`src/rtl/mem_port_arbiter_pkg.sv`:
```
// Shared constants for the memory-port arbiter: requester count, select width,
// FSM state encodings and the watchdog counter sizing helper.
package mem_port_arbiter_pkg;

  localparam int NREQ  = 4;
  localparam int SEL_W = 2;

  localparam logic [1:0] IDLE = 2'd0;
  localparam logic [1:0] BUSY = 2'd1;
  localparam logic [1:0] DONE = 2'd2;

  // Width needed to count 0..max_wait; never narrower than one bit.
  function automatic int wait_cnt_w(input int max_wait);
    int w;
    w = $clog2(max_wait + 1);
    return (w < 1) ? 1 : w;
  endfunction

endpackage

```
`src/rtl/mem_port_arbiter_rr_picker.sv`:
```
// Combinational round-robin picker: first set request bit searching upward from ptr, mod 4.
module rr_picker
  import mem_port_arbiter_pkg::*;
(
  input  logic [NREQ-1:0]  req,
  input  logic [SEL_W-1:0] ptr,
  output logic [SEL_W-1:0] winner,
  output logic             any
);

  logic [SEL_W-1:0] idx;

  // Walk from lowest priority to highest so the last hit is the winner.
  always_comb begin
    winner = '0;
    idx    = '0;
    any    = |req;
    for (int k = NREQ - 1; k >= 0; k--) begin
      idx = ptr + SEL_W'(k);
      if (req[idx]) winner = idx;
    end
  end

endmodule

```
`src/rtl/mux4.sv`:
```
// Existing 4:1 W-bit data mux with a 3-bit select; selects above 3 yield zero.
module mux4 #(
  parameter int W = 64
) (
  input  logic [2:0]   sel,
  input  logic [W-1:0] d0,
  input  logic [W-1:0] d1,
  input  logic [W-1:0] d2,
  input  logic [W-1:0] d3,
  output logic [W-1:0] y
);

  always_comb begin
    y = '0;
    case (sel)
      3'd0:    y = d0;
      3'd1:    y = d1;
      3'd2:    y = d2;
      3'd3:    y = d3;
      default: y = '0;
    endcase
  end

endmodule

```
`src/rtl/mem_port_arbiter.sv`:
```
// Round-robin sequencer sharing one memory port among four requesters,
// with a watchdog that aborts transactions the memory never acknowledges.
module mem_port_arbiter
  import mem_port_arbiter_pkg::*;
#(
  parameter int N        = 64,
  parameter int MAX_WAIT = 15
) (
  input  logic             clk,
  input  logic             reset,
  input  logic [NREQ-1:0]  req,
  input  logic [NREQ-1:0]  we,
  input  logic [N-1:0]     addr0,
  input  logic [N-1:0]     addr1,
  input  logic [N-1:0]     addr2,
  input  logic [N-1:0]     addr3,
  input  logic [N-1:0]     wdata0,
  input  logic [N-1:0]     wdata1,
  input  logic [N-1:0]     wdata2,
  input  logic [N-1:0]     wdata3,
  output logic [NREQ-1:0]  gnt,
  output logic [NREQ-1:0]  done,
  output logic             err,
  output logic [N-1:0]     rdata,
  output logic [SEL_W-1:0] sel,
  output logic             mem_req,
  output logic             mem_we,
  output logic [N-1:0]     mem_addr,
  output logic [N-1:0]     mem_wdata,
  input  logic             mem_ack,
  input  logic [N-1:0]     mem_rdata,
  output logic             busy
);

  localparam int               CNT_W     = wait_cnt_w(MAX_WAIT);
  localparam logic [CNT_W-1:0] WAIT_LAST = CNT_W'(MAX_WAIT - 1);
  localparam logic [NREQ-1:0]  ONE_HOT0  = NREQ'(1);

  logic [1:0]       state;
  logic [CNT_W-1:0] cnt;
  logic [SEL_W-1:0] ptr;
  logic [SEL_W-1:0] winner;
  logic             any;
  logic             timeout;

  rr_picker u_picker (
    .req    (req),
    .ptr    (ptr),
    .winner (winner),
    .any    (any)
  );

  mux4 #(.W(N)) u_addr_mux (
    .sel ({1'b0, sel}),
    .d0  (addr0),
    .d1  (addr1),
    .d2  (addr2),
    .d3  (addr3),
    .y   (mem_addr)
  );

  mux4 #(.W(N)) u_wdata_mux (
    .sel ({1'b0, sel}),
    .d0  (wdata0),
    .d1  (wdata1),
    .d2  (wdata2),
    .d3  (wdata3),
    .y   (mem_wdata)
  );

  assign mem_req = (state == BUSY);
  assign mem_we  = (state == BUSY) & we[sel];
  assign busy    = (state != IDLE);
  assign timeout = !mem_ack && (cnt == WAIT_LAST);

  // Completion outputs are loaded on the BUSY->DONE edge so they are visible during DONE.
  always_ff @(posedge clk) begin
    if (reset) begin
      state <= IDLE;
      cnt   <= '0;
      ptr   <= '0;
      sel   <= '0;
      gnt   <= '0;
      done  <= '0;
      err   <= 1'b0;
      rdata <= '0;
    end else begin
      done <= '0;
      err  <= 1'b0;
      case (state)
        IDLE: begin
          if (any) begin
            sel   <= winner;
            gnt   <= ONE_HOT0 << winner;
            cnt   <= '0;
            state <= BUSY;
          end
        end
        BUSY: begin
          if (mem_ack || timeout) begin
            if (mem_ack && !we[sel]) rdata <= mem_rdata;
            done  <= ONE_HOT0 << sel;
            err   <= timeout;
            gnt   <= '0;
            ptr   <= sel + SEL_W'(1);
            cnt   <= '0;
            state <= DONE;
          end else begin
            cnt <= cnt + CNT_W'(1);
          end
        end
        DONE:    state <= IDLE;
        default: state <= IDLE;
      endcase
    end
  end

endmodule

```
`config.mk`:
```
export PLATFORM = sky130hd
export DESIGN_NAME = mem_port_arbiter
export DESIGN_NICKNAME = d
export VERILOG_FILES = /design/src/rtl/mem_port_arbiter_pkg.sv /design/src/rtl/mem_port_arbiter_rr_picker.sv /design/src/rtl/mux4.sv /design/src/rtl/mem_port_arbiter.sv
export SDC_FILE = /design/constraint.sdc
export NUM_CORES = 1
export LEC_CHECK = 0
export ABC_AREA = 1
export BUFFER_PORTS_ARGS = -buffer_cell sky130_fd_sc_hd__buf_4
export CAP_MARGIN = 20
export CORE_AREA = 2 2 306 308
export CTS_BUF_LIST = sky130_fd_sc_hd__clkbuf_16
export CTS_CLUSTER_SIZE = 30
export DETAILED_ROUTE_END_ITERATION = 10
export DIE_AREA = 0 0 308 310
export GPL_TIMING_DRIVEN = 0
export PLACE_DENSITY = 0.3
export SYNTH_ARGS = -nofsm -noshare
export SYNTH_HDL_FRONTEND = slang
export SYNTH_SLANG_ARGS = --single-unit
```
`constraint.sdc`:
```
create_clock -name clk -period 2.7 [get_ports clk]
set_input_delay 0.405 -clock clk [delete_from_list [all_inputs] [get_ports clk]]
set_output_delay 0.405 -clock clk [all_outputs]
set_load 0.03 [all_outputs]
```
==> results.sh, run 1 <==
export IMPL_clkPwrFrac_pct=18.9
export IMPL_first_iter_violations=542
export IMPL_finalWeightedCongestion=0.991
export IMPL_cts_htree_levels=3
export IMPL_core_um2=92500
export IMPL_data_arrival_time_of_the_critical_path_ns=2.23
export IMPL_std_cell_rows=112
export IMPL_sink_count=83
export IMPL_post_dp_hpwl_mm=65.5
export IMPL_die_area_um2=95500
export IMPL_ff2ff_setup_slack_ns=0.98
export IMPL_setup_worst_path_end_class="output port"
export IMPL_synth_async_sr_flop_share_pct=0
export IMPL_setup_tns_final_ns=0
export IMPL_critical_path_peak_fanout=10
export IMPL_synth_ff_latch_count=83
export IMPL_finish_cell_count_without_fillers=3133
export IMPL_synth_nets=1714
export IMPL_grt_util_all_layers_pct=14.4
export IMPL_count_of_endpoints_failing_setup_in_the_final_report=0
export IMPL_num_vias=11200
export IMPL_post_synth_most_frequent_cells="sky130_fd_sc_hd__nand2_1 (554), sky130_fd_sc_hd__nor2_1 (140), sky130_fd_sc_hd__nand4_1 (131)"
export IMPL_synthMostInstantiatedCell="sky130_fd_sc_hd__nand2_1"
export IMPL_largest_net_degree_at_the_start_of_global_routing=15
export IMPL_synthFlopType="sky130_fd_sc_hd__dfxtp_1"
export IMPL_power_leakage_nw=6.73
export IMPL_synth_edff_count=0
export IMPL_grt_pass1_vias=11200
export IMPL_critPathKind="reg2out"
export IMPL_clock_insertion_delay_worst_skew_ns=0.37
export IMPL_drt_pass1_iter_count=5
export IMPL_worst_hold_path_type="in2reg"
export IMPL_grt_ovfl_total=0
export IMPL_synthDistinctLibCells=25
export IMPL_die_w_um=308
export IMPL_dpl_cell_count=3111
export IMPL_num_nets_final=2519
export IMPL_port_buffers=791
export IMPL_period_minus_slack_ns=2.64
export IMPL_cp_data_required_time_ns=2.30
export IMPL_num_io_pins=793
export IMPL_worst_path_clk_slew_ns=0.07
export IMPL_syn_avg_cell_area_um2=5.47
export IMPL_grt_pass1_wl_mm=93.8
export IMPL_post_route_cell_area_um2=14100
export IMPL_slew_headroom_pct=67.1
export IMPL_powerDensity_nw_per_um2=524
export IMPL_power_combinational_fraction_pct=62.5
export IMPL_proportion_of_synthesized_chip_area_in_sequential_cells_pct=27.1
export IMPL_timing_clock_skew_ns=0.00865
export IMPL_min_period_over_period_pct=97.7
export IMPL_clock_root_buffer="sky130_fd_sc_hd__clkbuf_16"
export IMPL_start_util_pct=6.63
export IMPL_max_clock_path_buffers=2
export IMPL_synth_top_cell_area_share_pct=33.9
export IMPL_synthesis_instances=1121
export IMPL_ir_drop_uv=304
export IMPL_report_final_slew_viol_count=0
export IMPL_syn_to_final_growth_pct=130
export IMPL_initial_antenna_violation_count=34
export IMPL_synth_top_cells_by_area="sky130_fd_sc_hd__nand2_1 (34%), sky130_fd_sc_hd__dfxtp_1 (27%), sky130_fd_sc_hd__nand4_1 (13%), sky130_fd_sc_hd__nor2_1 (8.6%), sky130_fd_sc_hd__o21ai_0 (5.1%)"
export IMPL_die_h_um=310
export IMPL_fmax_mhz=379
export IMPL_p_sw_mw=3.54
export IMPL_post_route_cells_drive_above_1_share_pct=46.0
export IMPL_tightest_pin_transition_ns=0.494
export IMPL_p_seq_share_pct=18.6
export IMPL_route_detailed_vias_per_inst=3.57
export IMPL_outcome="finished clean"
export IMPL_synthesis_area_um2=6130
export IMPL_tritoncts="yes"
export IMPL_grt_setup_unrepaired="no"
export IMPL_routed_length_per_placed_instance_um=23.2
export IMPL_sw_frac_of_total_pct=47.8
export IMPL_yosysWarnings=0
export IMPL_critPathLaunchType="flop"
export IMPL_p_int_mw=3.87
export IMPL_synthDominantAreaCellType="sky130_fd_sc_hd__nand2_1"
export IMPL_placed_area_um2=13600
export IMPL_drv_cap=0
export IMPL_timing_final_hold_violations=0
export IMPL_cts_made_buffers=9
export IMPL_antenna_viol_nets_final=0
export IMPL_drc=0
export IMPL_drt_wl_total_mm=72.8
-- area by class of cell --
cell class                 count  area, µm²
fill                       10900      78400
timing repair buffer         794       6010
multi-input combinational    938       4060
sequential                    83       1670
tap                         1197       1500
buffer                        78        488
clock buffer                   9        225
clock inverter                 7       90.1
inverter                      22       82.6
antenna                        5       12.5
-- worst paths after layout --
kind / endpoint / start / cells past startpoint
setup reg to reg: rdata[48]$_SDFFE_PP0P_ / sel[0]$_SDFFE_PP0P_ / 8
hold / removal: rdata[59]$_SDFFE_PP0P_ / mem_rdata[59] / 3
hold reg to reg: gnt[2]$_SDFFE_PP0P_ / gnt[2]$_SDFFE_PP0P_ / 2
setup / recovery: mem_addr[21] / sel[1]$_SDFFE_PP0P_ / 8
-- per-layer routing --
layer	vias up	GRT usage, %	share of wire [%]
met5	-	0	0.015
met4	2	3.46	2.3
met3	103	3.86	7.2
met2	590	28.4	54
met1	5209	14.9	36
li1	5269	-	-
-- through the flow --
stage / utilization (%) / power, mW / setup WS, ns / hold slack [ns]
4_1_cts: 15.2 / 7.54 / -0.0206 / 0.265
2_1_floorplan: - / 3.58 / 0.551 / 0.467
3_3_place_gp: 14.7 / 6.01 / -1.05 / 0.466
6_report: 15.3 / 7.41 / 0.0626 / 0.274
3_5_place_dp: 14.7 / 6.03 / -1.05 / 0.464
5_1_grt: 15.3 / 7.81 / 0.00454 / 0.267
-- worst max-delay path, stage by stage, from the launching register on --
cell and delay (ns):
sky130_fd_sc_hd__dfxtp_4 0.39, sky130_fd_sc_hd__inv_2 0.09, sky130_fd_sc_hd__ha_1 0.21, sky130_fd_sc_hd__clkbuf_4 0.19
sky130_fd_sc_hd__buf_16 0.16, sky130_fd_sc_hd__clkbuf_4 0.23, sky130_fd_sc_hd__nand2_1 0.17, sky130_fd_sc_hd__nand4_1 0.19
sky130_fd_sc_hd__buf_4 0.23
-- registers in the layout (all words and copies together), names as in the netlist --
signal  count
state       2
err         1
cnt         4
done        4
ptr         2
rdata      64
gnt         4
sel         2
-- power by group through the flow --
stage               clock, mW  combinational, mW  sequential, mW
floorplan                   0               2.02            1.56
global placement            0               4.61            1.40
detailed placement          0               4.62            1.41
CTS                      1.46               4.70            1.38
global route             1.51               4.92            1.39
finish                   1.40               4.63            1.38
-- cell usage in the layout (no fill, tap or decap), types with 11 or more instances in the layout --
master,n
sky130_fd_sc_hd__buf_4,796
sky130_fd_sc_hd__nand2_1,554
sky130_fd_sc_hd__nor2_1,140
sky130_fd_sc_hd__nand4_1,131
sky130_fd_sc_hd__dfxtp_1,81
sky130_fd_sc_hd__o21ai_0,62
sky130_fd_sc_hd__clkbuf_2,31
sky130_fd_sc_hd__inv_1,19
sky130_fd_sc_hd__clkbuf_4,19
sky130_fd_sc_hd__a21oi_1,16
sky130_fd_sc_hd__nand3_1,12
sky130_fd_sc_hd__buf_2,11
-- cell families (layout without fill, tap and decap cells) --
logic type | Yosys count | after routing | synth area share [%]
simple gates | 842 | 842 | 57.4
buf+inv | 100 | 910 | 6.81
compound gates | 89 | 89 | 7.34
flops | 83 | 83 | 27.1
fa+ha+maj | 6 | 6 | 1.22
xor+xnor | 1 | 1 | 0.143
other cells | 0 | 5 | 0
-- repair_timing --
| action | in CTS | in global routing |
|---|---|---|
| setup endpoints to repair | 128 | 33 |
| hold buffers | 0 | 0 |
| setup buffers | 0 | 1 |
| resized for setup | 84 | 12 |
| pin swaps | 4 | 1 |
Note: power is estimated with default switching activity, not from simulation.
==> run 2, diff against run 1 <==
--- a/constraint.sdc
+++ b/constraint.sdc
@@ -3,2 +3,2 @@
 set_output_delay 0.405 -clock clk [all_outputs]
-set_load 0.03 [all_outputs]
+set_load 0.02 [all_outputs]
==> run 2 against run 1 <==
Net effect: combinational power down 9.5%; die area unchanged; fmax up 0.76%; register-to-register slack about the same; critical path depth unchanged; clock power about the same.
==> results.sh, run 2 (synthesis results as in run 1) <==
export IMPL_critical_path_peak_fanout=10
export IMPL_std_cell_rows=112
export IMPL_timing_clock_skew_ns=0.00876
export IMPL_die_area_um2=95500
export IMPL_clock_root_buffer="sky130_fd_sc_hd__clkbuf_16"
export IMPL_min_period_over_period_pct=96.9
export IMPL_flip_flop_count_of_the_largest_register_after_layout=64
export IMPL_data_arrival_time_of_the_critical_path_ns=2.21
export IMPL_sink_count=83
export IMPL_post_route_cells_drive_above_1_share_pct=46.0
export IMPL_drv_cap=0
export IMPL_num_vias=11200
export IMPL_setup_tns_final_ns=0
export IMPL_critPathLaunchType="flop"
export IMPL_num_nets_final=2519
export IMPL_grt_ovfl_total=0
export IMPL_grt_pass1_wl_mm=93.9
export IMPL_cts_hold_buf=0
export IMPL_fin_worst_hold_slack_ns=0.274
export IMPL_grt_setup_unrepaired="yes"
export IMPL_p_total_mw=6.97
export IMPL_powerDensity_nw_per_um2=494
export IMPL_worst_hold_path_type="in2reg"
export IMPL_core_um2=92500
export IMPL_route_detailed_vias_per_inst=3.57
export IMPL_drt_wl_total_mm=72.8
export IMPL_die_w_um=308
export IMPL_cts_htree_levels=3
export IMPL_count_of_endpoints_failing_setup_in_the_final_report=0
export IMPL_timing_final_hold_violations=0
export IMPL_finalWeightedCongestion=0.991
export IMPL_setup_worst_path_end_class="output port"
export IMPL_hold_path_startpoint="mem_rdata[59]"
export IMPL_period_minus_slack_ns=2.62
export IMPL_critPathKind="reg2out"
export IMPL_die_h_um=310
export IMPL_grt_util_all_layers_pct=14.4
export IMPL_tightest_pin_transition_ns=0.489
export IMPL_syn_to_final_growth_pct=130
export IMPL_slew_headroom_pct=67.4
export IMPL_max_clock_path_buffers=2
export IMPL_tritoncts="yes"
export IMPL_drt_pass1_iter_count=5
export IMPL_worst_path_clk_slew_ns=0.07
export IMPL_cts_made_buffers=9
export IMPL_num_io_pins=793
export IMPL_drc=0
export IMPL_first_iter_violations=589
export IMPL_post_dp_hpwl_mm=65.5
export IMPL_grt_pass1_vias=11200
export IMPL_initial_antenna_violation_count=34
export IMPL_fill_cells=10900
export IMPL_ir_drop_uv=304
export IMPL_report_final_slew_viol_count=0
export IMPL_worstReg2RegStart="sel[0]$_SDFFE_PP0P_"
export IMPL_largest_net_degree_at_the_start_of_global_routing=15
export IMPL_port_buffers=791
export IMPL_start_util_pct=6.63
export IMPL_mostFrequentLayoutCells="sky130_fd_sc_hd__buf_4 (798), sky130_fd_sc_hd__nand2_1 (554), sky130_fd_sc_hd__nor2_1 (140)"
export IMPL_antenna_viol_nets_final=0
export IMPL_outcome="finished clean"
export IMPL_clock_insertion_delay_worst_skew_ns=0.37
export IMPL_power_leakage_nw=6.72
export IMPL_routed_length_per_placed_instance_um=23.2
export IMPL_cp_startpoint="sel[1]$_SDFFE_PP0P_"
export IMPL_cp_data_required_time_ns=2.30
export IMPL_layout_cells_most_common="sky130_fd_sc_hd__buf_4"
export IMPL_top_register="rdata"
export IMPL_fmax_mhz=382
==> run 2: path summary, 6_finish.rpt <==
kind	depth (start not counted)	slack, ns	endpoint
setup / recovery	8	0.08	mem_addr[21]
hold / removal	3	0.27	rdata[59]$_SDFFE_PP0P_
setup reg to reg	8	0.99	rdata[48]$_SDFFE_PP0P_
hold reg to reg	2	0.47	gnt[2]$_SDFFE_PP0P_
==> run 2: repair_timing <==
| action | CTS | global route |
|---|---|---|
| setup buffers | 0 | 1 |
| pin swaps | 3 | 1 |
| gates resized for setup | 79 | 13 |
| endpoints found under the setup margin | 128 | 28 |
==> run 2: layout make-up <==
class,instances,area (µm²),area share [%]
timing repair buffer,794,6000,42.6
buffer,78,477,3.38
clock buffer,9,225,1.60
sequential,83,1670,11.8
clock inverter,7,90.1,0.638
inverter,22,82.6,0.585
multi-input combinational,938,4060,28.7
antenna,4,10.0,0.0709
tap,1197,1500,10.6
==> run 2: power breakdown <==
group          switching, mW  internal [mW]
sequential            0.0583           1.32
clock                  0.591          0.810
combinational           2.46           1.73
==> run 2: through the flow <==
step,util (%),instance area (µm²),setup slack [ns],cells
after floorplan,-,6130,0.702,1121
after global placement,14.7,13600,-1.03,3109
after detailed placement,14.7,13600,-1.04,3111
after CTS,15.2,14100,-0.0125,3127
after global routing,15.2,14100,-0.000861,3129
final,15.3,14100,0.0825,3132
==> run 2: layer usage <==
| layer | vias to the layer above | share of wire (%) | track usage, % | routed length, µm |
|---|---|---|---|---|
| li1 | 5268 | - | - | - |
| met1 | 5224 | 36 | 14.9 | 26300 |
| met2 | 596 | 54 | 28.4 | 39500 |
| met3 | 103 | 7.3 | 3.76 | 5340 |
| met4 | 2 | 2.3 | 3.36 | 1680 |
| met5 | - | 0.015 | 0 | 11 |
==> run 2: worst max-delay path, stage by stage, from the launching register on <==
cell,delay (ns)
sky130_fd_sc_hd__dfxtp_4,0.39
sky130_fd_sc_hd__inv_2,0.09
sky130_fd_sc_hd__ha_1,0.21
sky130_fd_sc_hd__clkbuf_4,0.19
sky130_fd_sc_hd__buf_16,0.16
sky130_fd_sc_hd__clkbuf_4,0.23
sky130_fd_sc_hd__nand2_1,0.17
sky130_fd_sc_hd__nand4_1,0.19
sky130_fd_sc_hd__buf_4,0.21
==> run 3, diff against run 2 <==
Settings changed: CTS_BUF_LIST sky130_fd_sc_hd__clkbuf_16 to not set.
==> run 3 against run 2 <==
Net effect: cell area barely moved; clock power grew 3%; utilization about the same; clock skew about the same; combinational power is essentially flat; total power rose by 0.55%; fmax fell by 1.0%; critical path depth stayed put; critical path type unchanged; critical endpoint unchanged.
==> results.sh, run 3 (synthesis results as in run 1) <==
export IMPL_worst_path_clk_slew_ns=0.07
export IMPL_die_area_um2=95500
export IMPL_num_io_pins=793
export IMPL_timing_critical_path_buf_inv=5
export IMPL_grt_pass1_vias=11200
export IMPL_grt_use_met1_pct=14.8
export IMPL_cts_htree_levels=3
export IMPL_setup_worst_path_end_class="output port"
export IMPL_grt_pass1_wl_mm=93.8
export IMPL_tightest_pin_transition_ns=0.490
export IMPL_min_period_over_period_pct=98.0
export IMPL_ir_drop_uv=304
export IMPL_drv_cap=0
export IMPL_powerDensity_nw_per_um2=496
export IMPL_timing_final_hold_violations=0
export IMPL_num_vias=11200
export IMPL_flip_flop_count_of_the_largest_register_after_layout=64
export IMPL_routed_length_per_placed_instance_um=23.3
export IMPL_port_buffers=791
export IMPL_dpl_cell_count=3111
export IMPL_finalWeightedCongestion=0.991
export IMPL_core_um2=92500
export IMPL_critPathLaunchType="flop"
export IMPL_timing_clock_skew_ns=0.00871
export IMPL_clock_insertion_delay_worst_skew_ns=0.37
export IMPL_critical_path_max_stage_delay_ns=0.39
export IMPL_finish_cell_count_without_fillers=3132
export IMPL_outcome="finished clean"
export IMPL_critical_path_peak_fanout=10
export IMPL_first_iter_violations=547
export IMPL_cts_made_buffers=9
export IMPL_grt_ovfl_total=0
export IMPL_die_w_um=308
export IMPL_syn_to_final_growth_pct=130
export IMPL_cp_data_required_time_ns=2.30
export IMPL_drc=0
export IMPL_cts_hold_buf=0
export IMPL_cp_top_family="buffers and inverters"
export IMPL_cp_cell_sequence="inv_2 > ha_1 > clkbuf_4 > buf_16 > clkbuf_4 > nand2_1 > nand4_1 > buf_4"
export IMPL_setup_ws_ns=0.0549
export IMPL_post_route_cell_area_um2=14100
export IMPL_grt_met3_usage_pct=3.90
export IMPL_fmax_mhz=378
export IMPL_grt_setup_unrepaired="yes"
export IMPL_mostFrequentLayoutCells="sky130_fd_sc_hd__buf_4 (798), sky130_fd_sc_hd__nand2_1 (554), sky130_fd_sc_hd__nor2_1 (140)"
export IMPL_slew_headroom_pct=67.3
export IMPL_data_arrival_time_of_the_critical_path_ns=2.24
export IMPL_tritoncts="yes"
export IMPL_max_clock_path_buffers=2
export IMPL_count_of_endpoints_failing_setup_in_the_final_report=0
export IMPL_largest_net_degree_at_the_start_of_global_routing=15
export IMPL_report_final_slew_viol_count=0
export IMPL_period_minus_slack_ns=2.65
export IMPL_layout_cells_most_common="sky130_fd_sc_hd__buf_4"
export IMPL_grt_util_all_layers_pct=14.4
export IMPL_cp_common_cell="sky130_fd_sc_hd__clkbuf_4"
export IMPL_post_route_cells_drive_above_1_share_pct=46.1
export IMPL_clock_root_buffer="sky130_fd_sc_hd__clkbuf_16"
export IMPL_num_nets_final=2519
export IMPL_drt_pass1_iter_count=5
export IMPL_grt_busiest_layer="met2"
export IMPL_grt_util_met2_pct=28.4
export IMPL_post_dp_hpwl_mm=65.5
export IMPL_drt_wl_total_mm=72.9
export IMPL_top_register="rdata"
export IMPL_initial_antenna_violation_count=34
export IMPL_critPathKind="reg2out"
export IMPL_start_util_pct=6.63
export IMPL_std_cell_rows=112
export IMPL_cpMaxStageDelayCell="sky130_fd_sc_hd__dfxtp_4"
export IMPL_placed_area_um2=13600
export IMPL_antenna_viol_nets_final=0
export IMPL_sink_count=83
export IMPL_layout_core_utilization_pct=15.3
export IMPL_die_h_um=310
export IMPL_worst_hold_path_type="in2reg"
export IMPL_pre_cts_ws_ns=-1.04
export IMPL_power_leakage_nw=6.72
export IMPL_route_detailed_vias_per_inst=3.57
-- run 3: cell types whose count changed in the layout (fill, tap and decap cells not counted), sizes merged --
cell | previous run | this run
inv | 25 | 24
clkinv | 2 | 1
clkbuf | 70 | 72
-- run 3: repair_timing --
| item | CTS | global route |
|---|---|---|
| setup endpoints to repair | 128 | 28 |
| gates resized for setup | 79 | 13 |
| endpoints found under the hold margin | 0 | 0 |
| gates cloned | 0 | 0 |
| setup buffers | 0 | 1 |
| pin swaps | 3 | 1 |
-- run 3: worst paths after layout --
kind	from	cells past startpoint	slack (ns)	to
worst min-delay path	mem_rdata[59]	3	0.27	rdata[59]$_SDFFE_PP0P_
worst max-delay path	sel[1]$_SDFFE_PP0P_	8	0.05	mem_addr[21]
worst min register to register	gnt[2]$_SDFFE_PP0P_	2	0.47	gnt[2]$_SDFFE_PP0P_
worst max register to register	sel[0]$_SDFFE_PP0P_	8	0.99	rdata[48]$_SDFFE_PP0P_
-- run 3: final cells by class --
| cell class | count | area [µm²] |
|---|---|---|
| Buffer | 78 | 477 |
| Timing Repair Buffer | 794 | 6000 |
| Inverter | 22 | 82.6 |
| Sequential cell | 83 | 1670 |
| Fill cell | 10900 | 78400 |
| Multi-Input combinational cell | 938 | 4060 |
| Tap cell | 1197 | 1500 |
| Clock buffer | 11 | 243 |
| Clock inverter | 5 | 82.6 |
| Antenna cell | 4 | 10.0 |
-- run 3: per-layer routing --
metal | routed length [µm] | vias up
met5 | 11 | -
met4 | 1750 | 2
met3 | 5460 | 107
met2 | 39500 | 595
met1 | 26200 | 5221
li1 | - | 5270
-- run 3: through the flow --
| step | power [mW] | hold slack [ns] | TNS (ns) |
|---|---|---|---|
| after floorplan | 3.16 | 0.467 | 0 |
| after global placement | 5.58 | 0.466 | -63.40 |
| after detailed placement | 5.60 | 0.464 | -42.70 |
| after CTS | 7.14 | 0.265 | -0.0125 |
| after global routing | 7.41 | 0.267 | -0.000861 |
| final | 7.01 | 0.274 | 0 |
-- run 3: worst register-to-register path, delay by kind of cell, from the launching register on --
family          cells  cell delay, ns
compound gates      3            0.59
flops               1            0.36
simple gates        2            0.16
buf+inv             3            0.50
-- run 3: where the power goes --
group	internal, mW	switching [mW]
clock	0.843	0.595
sequential	1.32	0.0581
combinational	1.73	2.46
total	3.89	3.12
